==> src/rtl/pacman_mover_if.sv <==
// Maze lookup and dot-eat signals between the player mover and the maze block.
interface pacman_mover_if;
  logic [4:0] query_x;
  logic [3:0] query_y;
  logic       is_wall;
  logic       has_dot;
  logic       eat_dot;
  logic [4:0] eat_x;
  logic [3:0] eat_y;

  modport master (
    output query_x, query_y, eat_dot, eat_x, eat_y,
    input  is_wall, has_dot
  );

  modport slave (
    input  query_x, query_y, eat_dot, eat_x, eat_y,
    output is_wall, has_dot
  );
endinterface

==> src/rtl/pacman_mover.sv <==
// Grid-stepping movement controller for the player sprite: divides move ticks into cell steps,
// tries a buffered turn before going straight, and eats dots on the cells it enters.
module pacman_mover #(
  parameter int unsigned STEP_DIV  = 8,
  parameter int unsigned START_X   = 9,
  parameter int unsigned START_Y   = 13,
  parameter int unsigned START_DIR = 2,
  parameter logic [15:0] SCORE_INC = 16'd10
) (
  input  logic           clk,
  input  logic           rst,
  input  logic           game_reset,
  input  logic           move_tick,
  input  logic [1:0]     dir_req,
  input  logic           dir_req_valid,
  pacman_mover_if.master maze,
  output logic [4:0]     pac_x,
  output logic [3:0]     pac_y,
  output logic [1:0]     pac_dir,
  output logic           moving,
  output logic [15:0]    score
);

  typedef enum logic [2:0] {StIdle, StTurnQ, StFwdQ, StDotQ, StEat} state_e;

  localparam logic [4:0] StartX   = 5'(START_X);
  localparam logic [3:0] StartY   = 4'(START_Y);
  localparam logic [1:0] StartDir = 2'(START_DIR);
  localparam logic [7:0] LastTick = 8'(STEP_DIV - 1);

  state_e      state_q, state_d;
  logic [4:0]  pac_x_q, pac_x_d, query_x_q, query_x_d, eat_x_q, eat_x_d;
  logic [3:0]  pac_y_q, pac_y_d, query_y_q, query_y_d, eat_y_q, eat_y_d;
  logic [1:0]  pac_dir_q, pac_dir_d, pend_dir_q, pend_dir_d;
  logic        pend_valid_q, pend_valid_d;
  logic        oob_q, oob_d;
  logic        moving_q, moving_d;
  logic        eat_dot_q, eat_dot_d;
  logic [7:0]  tick_cnt_q, tick_cnt_d;
  logic [15:0] score_q, score_d;
  logic        trigger;
  logic [9:0]  nb_pend, nb_fwd;
  logic [16:0] score_sum;

  // Returns {off_grid, x, y}; an off-grid neighbour keeps the current cell so no bogus query is
  // ever presented to the maze.
  function automatic logic [9:0] neighbour(input logic [4:0] x, input logic [3:0] y,
                                           input logic [1:0] dir);
    logic       oob;
    logic [4:0] nx;
    logic [3:0] ny;
    oob = 1'b0;
    nx  = x;
    ny  = y;
    case (dir)
      2'd0:    if (x >= 5'd19) oob = 1'b1; else nx = x + 5'd1;
      2'd1:    if (y == 4'd0)  oob = 1'b1; else ny = y - 4'd1;
      2'd2:    if (x == 5'd0)  oob = 1'b1; else nx = x - 5'd1;
      default: if (y >= 4'd14) oob = 1'b1; else ny = y + 4'd1;
    endcase
    return {oob, nx, ny};
  endfunction

  assign trigger   = move_tick && (tick_cnt_q == LastTick);
  assign nb_pend   = neighbour(pac_x_q, pac_y_q, pend_dir_q);
  assign nb_fwd    = neighbour(pac_x_q, pac_y_q, pac_dir_q);
  assign score_sum = {1'b0, score_q} + {1'b0, SCORE_INC};

  always_comb begin
    state_d      = state_q;
    pac_x_d      = pac_x_q;
    pac_y_d      = pac_y_q;
    pac_dir_d    = pac_dir_q;
    pend_dir_d   = pend_dir_q;
    pend_valid_d = pend_valid_q;
    query_x_d    = query_x_q;
    query_y_d    = query_y_q;
    oob_d        = oob_q;
    moving_d     = moving_q;
    eat_dot_d    = eat_dot_q;
    eat_x_d      = eat_x_q;
    eat_y_d      = eat_y_q;
    tick_cnt_d   = tick_cnt_q;
    score_d      = score_q;

    // The counter clears on every step trigger, even one dropped because a step is in flight.
    if (move_tick) tick_cnt_d = trigger ? 8'd0 : tick_cnt_q + 8'd1;

    case (state_q)
      StIdle: begin
        if (trigger) begin
          if (pend_valid_q) begin
            {oob_d, query_x_d, query_y_d} = nb_pend;
            state_d = StTurnQ;
          end else begin
            {oob_d, query_x_d, query_y_d} = nb_fwd;
            state_d = StFwdQ;
          end
        end
      end
      StTurnQ: begin
        if (!oob_q && !maze.is_wall) begin
          pac_x_d      = query_x_q;
          pac_y_d      = query_y_q;
          pac_dir_d    = pend_dir_q;
          pend_valid_d = 1'b0;
          moving_d     = 1'b1;
          state_d      = StDotQ;
        end else begin
          {oob_d, query_x_d, query_y_d} = nb_fwd;
          state_d = StFwdQ;
        end
      end
      StFwdQ: begin
        if (!oob_q && !maze.is_wall) begin
          pac_x_d  = query_x_q;
          pac_y_d  = query_y_q;
          moving_d = 1'b1;
        end else begin
          query_x_d = pac_x_q;
          query_y_d = pac_y_q;
          oob_d     = 1'b0;
          moving_d  = 1'b0;
        end
        state_d = (!oob_q && !maze.is_wall) ? StDotQ : StIdle;
      end
      StDotQ: begin
        if (maze.has_dot) begin
          eat_x_d   = pac_x_q;
          eat_y_d   = pac_y_q;
          eat_dot_d = 1'b1;
          state_d   = StEat;
        end else begin
          state_d = StIdle;
        end
      end
      StEat: begin
        eat_dot_d = 1'b0;
        score_d   = score_sum[16] ? 16'hFFFF : score_sum[15:0];
        state_d   = StIdle;
      end
      default: state_d = StIdle;
    endcase

    if (dir_req_valid) begin
      pend_dir_d   = dir_req;
      pend_valid_d = 1'b1;
    end

    if (game_reset) begin
      state_d      = StIdle;
      pac_x_d      = StartX;
      pac_y_d      = StartY;
      pac_dir_d    = StartDir;
      pend_dir_d   = 2'd0;
      pend_valid_d = 1'b0;
      query_x_d    = StartX;
      query_y_d    = StartY;
      oob_d        = 1'b0;
      moving_d     = 1'b0;
      eat_dot_d    = 1'b0;
      eat_x_d      = 5'd0;
      eat_y_d      = 4'd0;
      tick_cnt_d   = 8'd0;
      score_d      = 16'd0;
    end
  end

  always_ff @(posedge clk or posedge rst) begin
    if (rst) begin
      state_q      <= StIdle;
      pac_x_q      <= StartX;
      pac_y_q      <= StartY;
      pac_dir_q    <= StartDir;
      pend_dir_q   <= 2'd0;
      pend_valid_q <= 1'b0;
      query_x_q    <= StartX;
      query_y_q    <= StartY;
      oob_q        <= 1'b0;
      moving_q     <= 1'b0;
      eat_dot_q    <= 1'b0;
      eat_x_q      <= 5'd0;
      eat_y_q      <= 4'd0;
      tick_cnt_q   <= 8'd0;
      score_q      <= 16'd0;
    end else begin
      state_q      <= state_d;
      pac_x_q      <= pac_x_d;
      pac_y_q      <= pac_y_d;
      pac_dir_q    <= pac_dir_d;
      pend_dir_q   <= pend_dir_d;
      pend_valid_q <= pend_valid_d;
      query_x_q    <= query_x_d;
      query_y_q    <= query_y_d;
      oob_q        <= oob_d;
      moving_q     <= moving_d;
      eat_dot_q    <= eat_dot_d;
      eat_x_q      <= eat_x_d;
      eat_y_q      <= eat_y_d;
      tick_cnt_q   <= tick_cnt_d;
      score_q      <= score_d;
    end
  end

  assign maze.query_x = query_x_q;
  assign maze.query_y = query_y_q;
  assign maze.eat_dot = eat_dot_q;
  assign maze.eat_x   = eat_x_q;
  assign maze.eat_y   = eat_y_q;
  assign pac_x        = pac_x_q;
  assign pac_y        = pac_y_q;
  assign pac_dir      = pac_dir_q;
  assign moving       = moving_q;
  assign score        = score_q;

endmodule

==> src/flat_wrapper.sv <==
// flat-port wrapper written by rule: the top's interface ports become plain ports
module pacman_mover_flat 
#(
  parameter int unsigned STEP_DIV  = 8,
  parameter int unsigned START_X   = 9,
  parameter int unsigned START_Y   = 13,
  parameter int unsigned START_DIR = 2,
  parameter logic [15:0] SCORE_INC = 16'd10
)
  (clk, rst, game_reset, move_tick, dir_req, dir_req_valid, pac_x, pac_y, pac_dir, moving, score, maze_query_x, maze_query_y, maze_eat_dot, maze_eat_x, maze_eat_y, maze_is_wall, maze_has_dot);
  pacman_mover_if maze_i ();
  input  logic clk;
  input  logic rst;
  input  logic game_reset;
  input  logic move_tick;
  input  logic [1:0] dir_req;
  input  logic dir_req_valid;
  output logic [4:0] pac_x;
  output logic [3:0] pac_y;
  output logic [1:0] pac_dir;
  output logic moving;
  output logic [15:0] score;
  output wire logic [$bits(maze_i.query_x)-1:0] maze_query_x;
  output wire logic [$bits(maze_i.query_y)-1:0] maze_query_y;
  output wire logic [$bits(maze_i.eat_dot)-1:0] maze_eat_dot;
  output wire logic [$bits(maze_i.eat_x)-1:0] maze_eat_x;
  output wire logic [$bits(maze_i.eat_y)-1:0] maze_eat_y;
  input wire logic [$bits(maze_i.is_wall)-1:0] maze_is_wall;
  input wire logic [$bits(maze_i.has_dot)-1:0] maze_has_dot;
  assign maze_query_x = maze_i.query_x;
  assign maze_query_y = maze_i.query_y;
  assign maze_eat_dot = maze_i.eat_dot;
  assign maze_eat_x = maze_i.eat_x;
  assign maze_eat_y = maze_i.eat_y;
  assign maze_i.is_wall = maze_is_wall;
  assign maze_i.has_dot = maze_has_dot;
  pacman_mover #(.STEP_DIV(STEP_DIV), .START_X(START_X), .START_Y(START_Y), .START_DIR(START_DIR), .SCORE_INC(SCORE_INC)) u_core (.clk(clk), .rst(rst), .game_reset(game_reset), .move_tick(move_tick), .dir_req(dir_req), .dir_req_valid(dir_req_valid), .maze(maze_i), .pac_x(pac_x), .pac_y(pac_y), .pac_dir(pac_dir), .moving(moving), .score(score));
endmodule
==> config.mk <==
export PLATFORM = sky130hd
export DESIGN_NAME = pacman_mover_flat
export DESIGN_NICKNAME = d
export VERILOG_FILES = /design/src/rtl/pacman_mover_if.sv /design/src/rtl/pacman_mover.sv /design/src/flat_wrapper.sv
export SDC_FILE = /design/constraint.sdc
export NUM_CORES = 1
export LEC_CHECK = 0
export ABC_AREA = 1
export BUFFER_PORTS_ARGS = -buffer_cell sky130_fd_sc_hd__buf_4
export CAP_MARGIN = 20
export CELL_PAD_IN_SITES_DETAIL_PLACEMENT = 1
export CELL_PAD_IN_SITES_GLOBAL_PLACEMENT = 1
export CORE_UTILIZATION = 38
export DETAILED_ROUTE_END_ITERATION = 6
export PLACE_DENSITY = 0.76
export SYNTH_ARGS = -nofsm -noshare
export SYNTH_HDL_FRONTEND = slang
export SYNTH_SLANG_ARGS = --single-unit
==> constraint.sdc <==
create_clock -name clk -period 2.1 [get_ports clk]
set_input_delay 0.42 -clock clk [delete_from_list [all_inputs] [get_ports clk]]
set_output_delay 0.42 -clock clk [all_outputs]
set_load 0.01 [all_outputs]
== Word level (Yosys, flattened, before mapping) ==
Cells that the tools add are included.

* Input port bits: 9
* Logic and storage cells: 140
* Output and inout bits: 47
* Flip-flop bits (word level): 62

* $lt $le $gt $ge: 2
* Muxes and demuxes: 71
* Add/subtract/negate cells: 6
* Reductions and logical operators: 32
* Equal/unequal tests: 14

{| class="wikitable"
|+ Operators with widths
! operator !! number
|-
| $mux W5 || 12
|-
| $mux W16 || 3
|-
| $mux W4 || 12
|-
| $mux W8 || 3
|-
| $pmux W5 S2 || 2
|-
| $mux W1 || 19
|-
| $add A16 B4 Y17 const B || 1
|-
| $pmux W4 S2 || 2
|-
| $reduce_bool A2 Y1 || 8
|-
| $pmux W5 S3 || 1
|-
| $mux W2 || 7
|-
| $pmux W3 S4 || 1
|-
| $pmux W4 S3 || 1
|-
| $reduce_bool A3 Y1 || 4
|-
| $reduce_and A2 Y1 || 5
|-
| $mux W3 || 3
|-
| $ne A3 B3 Y1 const B || 3
|-
| $pmux W1 S3 || 3
|-
| $add A8 B1 Y8 const B || 1
|-
| $eq A8 B3 Y1 const B || 1
|-
| $eq A3 B2 Y1 const B || 2
|-
| $ne A3 B2 Y1 const B || 2
|-
| $reduce_or A2 Y1 || 3
|-
| $add A5 B1 Y5 const B || 1
|-
| 19 further kinds || 25
|}

== Depth between registers and ports, before layout ==
* Word-level depth: 7
* Gate-level depth with buffers: 13
* Mapped depth without buffers: 13

== Worst setup path after synthesis ==
Ideal clock, no wire load.

* Path type: register -> register
* From: register u_core.pac_x_q[0] (netlist: u_core.pac_x[0])
* To: register u_core.oob_q
* Period minus slack after synthesis: 1.718 ns
* Buffers on the path: 0
* Arrival: 1.601 ns
* Cell stages (with the launch flop): 13
* Path slack: 0.382 ns
* Required time: 1.983 ns
* Library setup time: 0.117 ns
* Cell sequence: dfstp_2 > inv_1 > ha_1 > inv_1 > nor2_2 > nand2_2 > inv_1 > o21ai_0 > nand2_1 > o21ai_0 > nand2_1 > nand3_1 > nand2_1

* Word-level cells in the longest chain between the ends: 7
* Elaborated cells on any way between the ends: 11
* Classes of those cells: 1 x order compare; 9 x mux; 1 x reduce/logical

{| class="wikitable"
|+ RTL lines
! item !! RTL line !! RTL
|-
| start: declaration || pacman_mover.sv:32 || <nowiki>logic [4:0] pac_x_q, pac_x_d, query_x_q, query_x_d, eat_x_q, eat_x_d;</nowiki>
|-
| start signal: assignment || pacman_mover.sv:172 || <nowiki>pac_x_q <= StartX;</nowiki>
|-
| start signal: assignment || pacman_mover.sv:188 || <nowiki>pac_x_q <= pac_x_d;</nowiki>
|-
| $ge A5 B5 Y1 / $logic_not A5 Y1 (equally long branches) || pacman_mover.sv:56, pacman_mover.sv:58 ||
|-
| $mux W1 (on tied branches) || pacman_mover.sv:56, pacman_mover.sv:58 ||
|-
| $pmux W1 S3 || pacman_mover.sv:55 || <nowiki>case (dir)</nowiki>
|-
| $mux W1 || pacman_mover.sv:92 || <nowiki>if (pend_valid_q) begin</nowiki>
|-
| $mux W1 || pacman_mover.sv:91 || <nowiki>if (trigger) begin</nowiki>
|-
| $pmux W1 S3 (*) || pacman_mover.sv:89 || <nowiki>case (state_q)</nowiki>
|-
| $mux W1 (*) || pacman_mover.sv:150 || <nowiki>if (game_reset) begin</nowiki>
|-
| end signal: assignment || pacman_mover.sv:195 || <nowiki>oob_q <= oob_d;</nowiki>
|-
| end: declaration || pacman_mover.sv:36 || <nowiki>logic oob_q, oob_d;</nowiki>
|}

Every way passes the cells marked *; elsewhere a longest branch is shown, timed or not. The select of a mux whose other input is x is not followed.
A chain may end at the register's enable or synchronous reset.

== Worst setup path after layout ==
* From: register u_core.pac_y_q[1] (netlist: u_core.pac_y[1])
* To: register u_core.query_y_q[0] (netlist: u_core.maze.query_y[0])

* Word-level cells in the longest chain between the ends: 7
* Elaborated cells on any way between the ends: 11
* Classes of those cells: 1 x order compare; 9 x mux; 1 x reduce/logical

{| class="wikitable"
|+ RTL lines
! item !! RTL line !! RTL
|-
| start: declaration || pacman_mover.sv:33 || <nowiki>logic [3:0] pac_y_q, pac_y_d, query_y_q, query_y_d, eat_y_q, eat_y_d;</nowiki>
|-
| start signal: assignment || pacman_mover.sv:173 || <nowiki>pac_y_q <= StartY;</nowiki>
|-
| start signal: assignment || pacman_mover.sv:189 || <nowiki>pac_y_q <= pac_y_d;</nowiki>
|-
| $ge A4 B4 Y1 / $logic_not A4 Y1 (equally long branches) || pacman_mover.sv:59, pacman_mover.sv:57 ||
|-
| $mux W4 (on tied branches) || pacman_mover.sv:59, pacman_mover.sv:57 ||
|-
| $pmux W4 S2 || pacman_mover.sv:55 ||
|-
| $mux W4 || pacman_mover.sv:92 ||
|-
| $mux W4 || pacman_mover.sv:91 ||
|-
| $pmux W4 S3 (*) || pacman_mover.sv:89 ||
|-
| $mux W4 (*) || pacman_mover.sv:150 ||
|-
| end signal: assignment || pacman_mover.sv:178 || <nowiki>query_y_q <= StartY;</nowiki>
|-
| end signal: assignment || pacman_mover.sv:194 || <nowiki>query_y_q <= query_y_d;</nowiki>
|-
| end: declaration || pacman_mover.sv:33 ||
|}

Marks and branches as above.

==> summary.md <==
| Metric | Value |
|---|---|
| Synth warnings | `0` |
| R2r worst-path depth | `11` |
| CTS H-tree lvls | `3` |
| Largest net degree at the start of global routing | `63` |
| Synth area leaders | `dfrtp_1, nand2_1, nand3_1` |
| Total Neg Setup Slack | `0 ns` |
| Total clock sinks | `62` |
| # diodes | `0` |
| DP HPWL | `slightly above 10,000 um` |
| Worst reg2reg setup slack | `roughly 0.17 ns` |
| Number of DRC markers in iteration 0 | `between 150 and 200` |
| Peak supply drop | `0.3686 mV` |
| Chip height | `around 110 um` |
| Initial antenna violation count | `0` |
| CP endpoint kind | `register` |
| Measured slew at the worst slew-check pin | `0.6272 ns` |
| Top FF cell, synth | `dfrtp_1` |
| Router iterations before antenna repair | `4` |
| First-pass GRT wire length | `23,540 um` |
| Area fraction of the dominant cell type after synthesis | `30.10%` |
| Seq/Total Area, Yosys | `36.91%` |
| IO Pins | `56` |
| Post-synth net total | `613` |
| Worst slew margin | `58.03%` |
| Arrival @ worst endpoint | `2.23 ns` |
| Status | `complete, no violations` |
| Multi-input logic area | `2308 um^2` |
| Yosys cell types | `43` |
| DR vias | `4,446` |
| Asr flop ratio synth | `100.0%` |
| Switching part of the total | `36.27%` |
| CTS clk-pin slew, worst paths | `0.07 ns` |
| Die X | `roughly 110 um` |
| Die area | `11,590 um^2` |
| Routed vias/inst | `5.509` |
| Num CTS Buffers | `9` |
| Setup-failing EPs final | `0` |
| Nets | `679` |
| Synth area leader | `dfrtp_1` |
| Cell count after synthesis | `between 500 and 600` |
| Final hold vios | `0` |
| P_leak | `about 2.5 nW` |
| Clock share of power | `a little under a third` |
| CTS max path bufs | `2` |
| Seq pwr share | `approximately two fifths` |
| Area delta synth->final | `19.47%` |
| RSZ-0062 raised after global routing | `no` |
| Buffers on Ports | `55` |
| # rows | `38` |
| Mean area per synthesized cell | `7.115 um^2` |
| Residual DRC | `0` |
| WS Path Type | `register to register` |
| Antenna-violating nets left | `0` |
| Initial core utilization | `39.12%` |
| Worst-path fanout max | `8` |
| Grt total ovfl | `0` |
| P_int | `0.002219 W` |
| Drt total wl | `approximately 14,000 um` |
| Avg WL per Cell | `17.72 um` |
| Critical Path RT | `2.39 ns` |
| Routability cong. | `0.9252` |
| Synth Cell Area | `4240 um^2` |
| Filler instances | `between 1,000 and 1,500` |
| PD cells | `687.4 nW/um^2` |
| Min Tclk post-route | `1.935 ns` |
| TritonCTS clock tree | `built` |
| P_sw | `0.001263 W` |
| Layout cell share with drive strength beyond 1 | `between 20% and 30%` |
| Gate power share | `27.6%` |
| Core Area | `10,840 um^2` |
| Startpoint type of the worst setup path | `register` |
| Vias in the first global route | `approximately 4,600` |
| Worst Skew | `0.009958 ns` |
| Max Cap Viol | `0` |
| Number of synthesized flops with an enable pin | `0` |
| Register area | `about 1600 um^2` |
| Fin. max-slew vios | `0` |
| Clock latency at the later pin of the worst-skew pair | `~0.36 ns` |
| CTS Root Cell | `clkbuf_8` |
| Synthesis-stage register bit count | `62` |
| FF-to-FF Start | `u_core.pac_y[1]$_DFFE_PP0P_` |
| Fin crit share | `92.13%` |
| Worst hold margin | `approximately 0.13 ns` |
| R2R Path End | `u_core.maze.query_y[0]$_DFFE_PP1P_` |
| Tot GR Track Use | `26.56%` |
| Peak Freq | `0.5169 GHz` |
| Worst hold path type | `input pin to asynchronous set/reset pin` |
-- critical path, cell delays in order, from the launching register on --
cell     delay [ns]
dfrtp_2        0.48
inv_1          0.25
ha_1           0.30
nand3_2        0.15
inv_1          0.12
nand2_1        0.08
nand3_1        0.09
nand3_1        0.11
nand2_1        0.09
nand3_1        0.07
nor2_1         0.09
nor2_1         0.04
-- Yosys cell counts, drive strengths merged, types with 2 or more instances --
library cell    n
o211ai          8
a21oi          23
nand3          86
ha              8
o21a            3
a31oi           2
nor3            6
nor4            2
clkbuf          2
dfstp          11
or2             2
dfrtp          51
inv            72
nand2         157
nor2           61
a22oi           3
buf            13
o21ai          51
nand4          22
xor2            3
nor3b           2
-- worst max-delay path by stage --
stage                                      startpoint                                 end  slack [ns]  depth (start not counted)
final                     u_core.pac_y[1]$_DFFE_PP0P_  u_core.maze.query_y[0]$_DFFE_PP1P_        0.17                         11
after global routing      u_core.pac_y[1]$_DFFE_PP0P_  u_core.maze.query_y[0]$_DFFE_PP1P_        0.01                         11
after CTS                 u_core.pac_y[1]$_DFFE_PP0P_  u_core.maze.query_y[0]$_DFFE_PP1P_        0.13                         11
after detailed placement  u_core.pac_y[1]$_DFFE_PP0P_  u_core.maze.query_y[0]$_DFFE_PP1P_        0.14                         11
after global placement    u_core.pac_y[1]$_DFFE_PP0P_  u_core.maze.query_y[0]$_DFFE_PP1P_        0.24                         11
after floorplan                                   rst     u_core.maze.eat_dot$_DFFE_PP0P_        0.16                          1
-- repair_timing --
item	CTS	global route
buffers inserted	0	4
hold buffers	0	0
endpoints found under the setup margin	0	2
resized for setup	0	3
-- metal layers --
layer	vias to the layer above	part of all wire, %	GRT usage (%)
met2	102	47	42.67
met1	2197	47	35.88
li1	2121	-	-
met3	26	3.8	3.753
met4	0	1.9	10.47
met5	-	0	0
-- cell families after synthesis --
logic type / count (synthesis) / synth area share (%)
AO/OA/AOI/OAI: 96 / 12.81
XOR/XNOR: 4 / 0.8264
adder cells (fa/ha/maj): 8 / 2.361
buffers and inverters: 88 / 8.646
flip-flops: 62 / 36.91
AND/OR/NAND/NOR: 338 / 38.45
-- cells in the final DEF (no fill, tap or decap), types with 2 or more instances in the layout --
master        n
nor2_4        6
ha_1          8
inv_1        56
o21a_1        3
o211ai_1      7
nor2_8        2
nor3_1        5
nor4_1        2
nor3b_1       2
nand4_1      21
nor2_2        5
a22oi_1       3
o21ai_1       5
nand3_2       8
clkbuf_8     10
xor2_1        3
nand2_1     150
buf_4        69
clkinvlp_4    3
inv_2        15
dfstp_2      11
nand3_1      78
nor2_1       48
nand2_2       4
or2_2         2
o21ai_0      45
dfrtp_1      50
a31oi_1       2
nand2_4       3
a21oi_1      23
-- registers in the layout, summed over array words and instances (netlist names) --
name,count
u_core.pac_dir,2
u_core.tick_cnt_q,8
u_core.moving,1
u_core.pend_dir_q,2
u_core.maze.eat_dot,1
u_core.pac_y,4
u_core.maze.eat_x,5
u_core.maze.eat_y,4
u_core.oob_q,1
u_core.maze.query_x,5
u_core.score,16
u_core.pend_valid_q,1
u_core.state_q,3
u_core.maze.query_y,4
u_core.pac_x,5
-- cell type report --
class / count / share of cell area (%)
Clock buffer: 11 / 2.791
Clock inverter: 5 / 1.161
Inverter: 73 / 5.483
Multi-Input combinational cell: 446 / 45.57
Sequential cell: 62 / 30.92
Tap cell: 140 / 3.458
Timing Repair Buffer: 70 / 10.62
-- power by group through the flow --
stage	Sequential (W)	Combinational [W]	Clock (W)
3_5_place_dp	0.00143	0.000936	0
4_1_cts	0.00141	0.000941	0.00113
2_1_floorplan	0.00143	0.000580	0
3_3_place_gp	0.00143	0.000915	0
5_1_grt	0.00142	0.00105	0.00118
6_report	0.00141	0.000962	0.00111
-- through the flow --
stage | worst slack [ns] | power, W | cells | util, % | cell area (um^2)
global route | 0.01157 | 0.003662 | 807 | 46.73 | 5066
detailed placement | 0.1442 | 0.002370 | 787 | 44.56 | 4831
finish | 0.1652 | 0.003482 | 807 | 46.73 | 5066
CTS | 0.1303 | 0.003486 | 803 | 46.41 | 5031
global placement | 0.2422 | 0.002343 | 787 | 44.56 | 4831
floorplan | 0.1568 | 0.002012 | 596 | - | 4240
No activity file was read; power rests on OpenSTA's default activity.
